File: config.mk
export PLATFORM = sky130hd
export DESIGN_NAME = seg7_pattern_decoder
export DESIGN_NICKNAME = d
export VERILOG_FILES = /design/src/rtl/seg7_pattern_decoder.sv
export SDC_FILE = /design/constraint.sdc
export NUM_CORES = 1
export LEC_CHECK = 0
export ABC_AREA = 1
export CORE_AREA = 10 10 102 104
export CTS_BUF_LIST = sky130_fd_sc_hd__clkbuf_2
export CTS_CLUSTER_DIAMETER = 50
export DETAILED_ROUTE_END_ITERATION = 12
export DIE_AREA = 0 0 112 114
export PLACE_DENSITY = 0.58
export SYNTH_ARGS = -nofsm -noshare
export SYNTH_HDL_FRONTEND = slang
export SYNTH_SLANG_ARGS = --single-unit
File: constraint.sdc
create_clock -name clk -period 2.03 [get_ports clk]
set_clock_uncertainty 0.2 [all_clocks]
set_input_delay 0.203 -clock clk [delete_from_list [all_inputs] [get_ports clk]]
set_output_delay 0.203 -clock clk [all_outputs]
set_load 0.01 [all_outputs]
File: src/rtl/seg7_pattern_decoder.sv
// seg7_pattern_decoder: synchronises, debounces and decodes a seven-segment bus, flagging illegal patterns and sequence breaks
module seg7_pattern_decoder #(
    parameter bit          ACTIVE_LOW    = 1'b1,
    parameter int unsigned STABLE_CYCLES = 4,
    parameter int unsigned SEQ_MOD       = 8
) (
    input  logic       clk,
    input  logic       rst_n,
    input  logic       ena,
    input  logic [6:0] seg_in,
    output logic [3:0] digit,
    output logic       digit_valid,
    output logic       blank,
    output logic       pattern_err,
    output logic       seq_err,
    output logic [7:0] err_count
);
    typedef enum logic {SETTLE, LOCKED} state_t;
    state_t     state;
    logic [6:0] sync1, sync2, acc_pat, pat;
    logic [3:0] stab_cnt, last, value;
    logic [4:0] expect_val;
    logic       first_flag, changed, accept, take, legal, is_blank, seq_bad, err_inc;
    // sync1 != sync2 means sync2 is taking a new value on this edge, so the
    // restart lands on that same edge and the accept meets its latency target
    assign pat        = ACTIVE_LOW ? ~sync2 : sync2;
    assign changed    = sync1 != sync2;
    assign accept     = ena && !changed && state == SETTLE && stab_cnt == 4'(STABLE_CYCLES - 1);
    assign take       = accept && pat != acc_pat;
    assign is_blank   = pat == 7'h00;
    assign expect_val = (5'(last) + 5'd1) % 5'(SEQ_MOD);
    assign seq_bad    = !first_flag && 5'(value) != expect_val;
    assign err_inc    = take && !is_blank && (!legal || seq_bad);
    always_comb begin
        legal = 1'b1;
        value = 4'h0;
        case (pat)
            7'h3F: value = 4'h0;
            7'h06: value = 4'h1;
            7'h5B: value = 4'h2;
            7'h4F: value = 4'h3;
            7'h66: value = 4'h4;
            7'h6D: value = 4'h5;
            7'h7D: value = 4'h6;
            7'h07, 7'h27: value = 4'h7;
            7'h7F: value = 4'h8;
            7'h6F, 7'h67: value = 4'h9;
            7'h77: value = 4'hA;
            7'h7C: value = 4'hB;
            7'h39: value = 4'hC;
            7'h5E: value = 4'hD;
            7'h79: value = 4'hE;
            7'h71: value = 4'hF;
            default: legal = 1'b0;
        endcase
    end
    always_ff @(posedge clk or negedge rst_n) begin
        if (!rst_n) begin
            sync1       <= '0;
            sync2       <= '0;
            state       <= SETTLE;
            stab_cnt    <= '0;
            acc_pat     <= '0;
            first_flag  <= 1'b1;
            last        <= '0;
            digit       <= '0;
            digit_valid <= 1'b0;
            blank       <= 1'b0;
            pattern_err <= 1'b0;
            seq_err     <= 1'b0;
            err_count   <= '0;
        end else begin
            sync1       <= seg_in;
            sync2       <= sync1;
            digit_valid <= 1'b0;
            pattern_err <= 1'b0;
            seq_err     <= 1'b0;
            if (ena) begin
                if (changed) begin
                    state    <= SETTLE;
                    stab_cnt <= '0;
                end else if (accept) begin
                    state <= LOCKED;
                end else if (state == SETTLE) begin
                    stab_cnt <= stab_cnt + 4'd1;
                end
                if (take) begin
                    acc_pat <= pat;
                    blank   <= is_blank;
                    if (!is_blank && !legal) begin
                        pattern_err <= 1'b1;
                    end else if (!is_blank) begin
                        digit       <= value;
                        digit_valid <= 1'b1;
                        seq_err     <= seq_bad;
                        first_flag  <= 1'b0;
                        last        <= value;
                    end
                end
                if (err_inc && err_count != 8'hFF) err_count <= err_count + 8'd1;
            end
        end
    end
endmodule

==> metrics <==
Switching Power 403 uW; die area 12800 um2; Max IR drop VDD 232 uV; HPWL after DPL 3.76 mm; CP arrival 2.23 ns; Die H 114 um; Critical Setup Path Class flop to flop; DR DRC count 0; Area Growth Syn to Fin 34.4%; fill count 823; Critical Path Max Stage Delay 0.51 ns; largest net degree at the start of global routing 44; Slew HR 0.637; Max Buffers Root-to-Sink 2; Tcrit/Tclk final 1.02; Worst-Skew Late Latency 0.40 ns; crit start category flop; core area 8470 um2; sequential cell area 1090 um2; run status finished with violations; Starting Density 0.292; Root Buffer clkbuf_2; power per cell area 437 nW/um2; setup ws final -0.0457 ns; post-route non-filler standard cell count 462; cell family with most CP delay simple AND/OR/NAND/NOR gates; sequential power share 0.620; post-place setup slack -0.101 ns; clk slew on worst S/H paths 0.23 ns; post-synthesis async set-or-reset flop share 1.00; pins over their slew limit 0; RD Place Congestion 0.867; synthesized area 2470 um2; WL per Instance 11.3 um; RSZ-0062 raised after global routing true; EDFF count, synth 0; final net count 365; vias per cell 4.33; Tmin final 2.08 ns; Bufs and invs on worst path 1; number of detailed-route iterations in the first pass 4; post-route ant nets 0; Mean Syn Cell Area 8.64 um2; HP Class primary input to async pin; Top cell by count, worst path nand2_4; ys flop type dfrtp_1; Unique masters post-synth 32; final core occ 0.393; Ys Warns 0; critical path's slowest cell dfrtp_2; CP Capture Type flop; Int Power 1.05 mW; CP cell instances buf_12 -> nand2_4 -> nor2_2 -> nand2_1 -> nand2_2 -> nor2_4 -> a21oi_2 -> nor2_2 -> nand3_2 -> nand2_4 -> nand2_4 -> nand2_4 -> nand2_2 -> o21ai_2; final WL 5.22 mm; I/O pins 26; leakage 1.58 nW; vias in the first global route 1976; share of post-route cells with drive strength above 1 0.323; die width 112 um; Syn Nets 299; CTS tree built; Post-Syn Instances 286; clk sink count 43; Slew @ Worst Pin 0.544 ns; All-Layer GR Usage 0.0807; switching share of total power 0.277; r2r setup slk -0.05 ns; initial antenna violation count 1; Combinational Power Share 0.138; final setup violating endpoints 10; register bit total from synthesis 43; Req. time, crit path 2.18 ns; Critical Path Fanout Max 6; port buffer count 25; register area share after synthesis 0.436; number of H-tree levels 2; DR iter-0 viols 57; Max-Cap Viols 0; multi-input logic area 1280 um2; top achievable clock speed 482 MHz; via count 1999; Core Rows 34; Hold Violations, Final 0; clock power share 0.242; first-pass GRT wire length 8.72 mm; violated checks negative setup slack; TritonCTS buffer count 5; placed insts 429; total grt overflow 0
[power by group through the flow]
stage / clock (mW) / sequential, mW / combinational [mW]
2_1_floorplan: 0 / 0.897 / 0.117
3_3_place_gp: 0 / 0.914 / 0.155
3_5_place_dp: 0 / 0.915 / 0.155
4_1_cts: 0.371 / 0.902 / 0.169
5_1_grt: 0.403 / 0.904 / 0.224
6_report: 0.352 / 0.900 / 0.200
[per-layer routing]
layer / global-route usage / share of wire
met5: 0 / 0
met4: 0.0347 / 0.016
met3: 0.0210 / 0.032
met2: 0.138 / 0.49
met1: 0.0934 / 0.46
[timing repair]
action,4_1_cts,5_1_grt
pin swaps,4,17
hold buffers,6,2
setup buffers,0,14
gates cloned,1,1
endpoints found under the setup margin,12,26
hold endpoints to repair,47,2
gates resized for setup,13,27
[cells in the mapped netlist (4+ instances only)]
master    n  area (um2)
nand2_4   7        78.8
nand3_1  12        60.1
buf_6     7        78.8
xnor2_1  10        87.6
nand2_2   7        43.8
inv_1    20        75.1
a21oi_1   6        30.0
xor2_1   12         105
nor3_1    6        30.0
nand2_1  67         251
inv_4     4        25.0
dfrtp_1  42        1050
nand4_1   6        37.5
nor2_1   27         101
o21ai_1   4        20.0
inv_2     5        18.8
o21ai_0  10        50.1
nor2_2    8        50.1
nor2_4    5        56.3
[kinds of logic (layout without fill, tap and decap cells)]
logic type / Yosys count / after routing / synth area share
AND/OR/NAND/NOR: 158 / 159 / 0.340
other: 0 / 1 / 0
AO/OA/AOI/OAI: 22 / 22 / 0.0455
buffers and inverters: 38 / 104 / 0.0855
flip-flops: 43 / 43 / 0.436
XOR/XNOR: 22 / 22 / 0.0779
adder cells (fa/ha/maj): 3 / 3 / 0.0152
[worst paths after layout]
path / start / end / depth (start not counted)
setup / recovery: sync2[1] / err_count[4] / 14
hold / removal: rst_n / stab_cnt[3] / 3
setup reg to reg: sync2[1] / err_count[4] / 14
hold reg to reg: sync1[1] / sync2[1] / 0
max in group asynchronous: rst_n / sync2[0] / 3
min in group clk: sync1[1] / sync2[1] / 0
[flip-flops by register name, indices dropped and copies added (netlist names)]
signal	cells
blank	1
sync2	7
digit_valid	1
err_count	8
acc_pat	7
state	1
seq_err	1
last	4
first_flag	1
stab_cnt	4
sync1	7
pattern_err	1
[cells in the final DEF (no fill, tap or decap), drive strengths merged]
| cell type | count |
|---|---|
| a31oi | 2 |
| nand4 | 7 |
| inv | 29 |
| diode | 1 |
| nand2 | 82 |
| nor4 | 2 |
| nand3b | 2 |
| o21ai | 14 |
| clkdlybuf4s50 | 24 |
| dfstp | 1 |
| nor3 | 9 |
| dlygate4sd3 | 8 |
| nand3 | 15 |
| nor3b | 1 |
| a21oi | 6 |
| nor2 | 40 |
| buf | 33 |
| ha | 3 |
| dfrtp | 42 |
| clkinv | 3 |
| clkinvlp | 1 |
| xnor2 | 10 |
| xor2 | 12 |
| clkbuf | 6 |
| and3 | 1 |
[worst min-delay path: stages]
cell,delay [ns]
dlygate4sd3_1,0.52
buf_2,0.09
buf_4,0.45
[through the flow]
stage / power (mW) / hold WS (ns) / cell area (um2) / setup TNS, ns
floorplan: 1.01 / -0.293 / 2470 / 0
global placement: 1.07 / 0.116 / 2920 / -0.241
detailed placement: 1.07 / 0.110 / 2920 / -0.674
CTS: 1.44 / 0.0101 / 3050 / -0.0314
global route: 1.53 / 0.210 / 3320 / -3.17
finish: 1.45 / 0.170 / 3320 / -0.256
[cell type report]
type	count	share of cell area
inverter	30	0.0384
timing repair buffer	66	0.196
multi-input combinational	206	0.385
clock inverter	3	0.00452
clock buffer	5	0.00753
sequential	43	0.327
antenna	1	0.000753
tap	108	0.0407
Power figures use the tool's default switching activity.
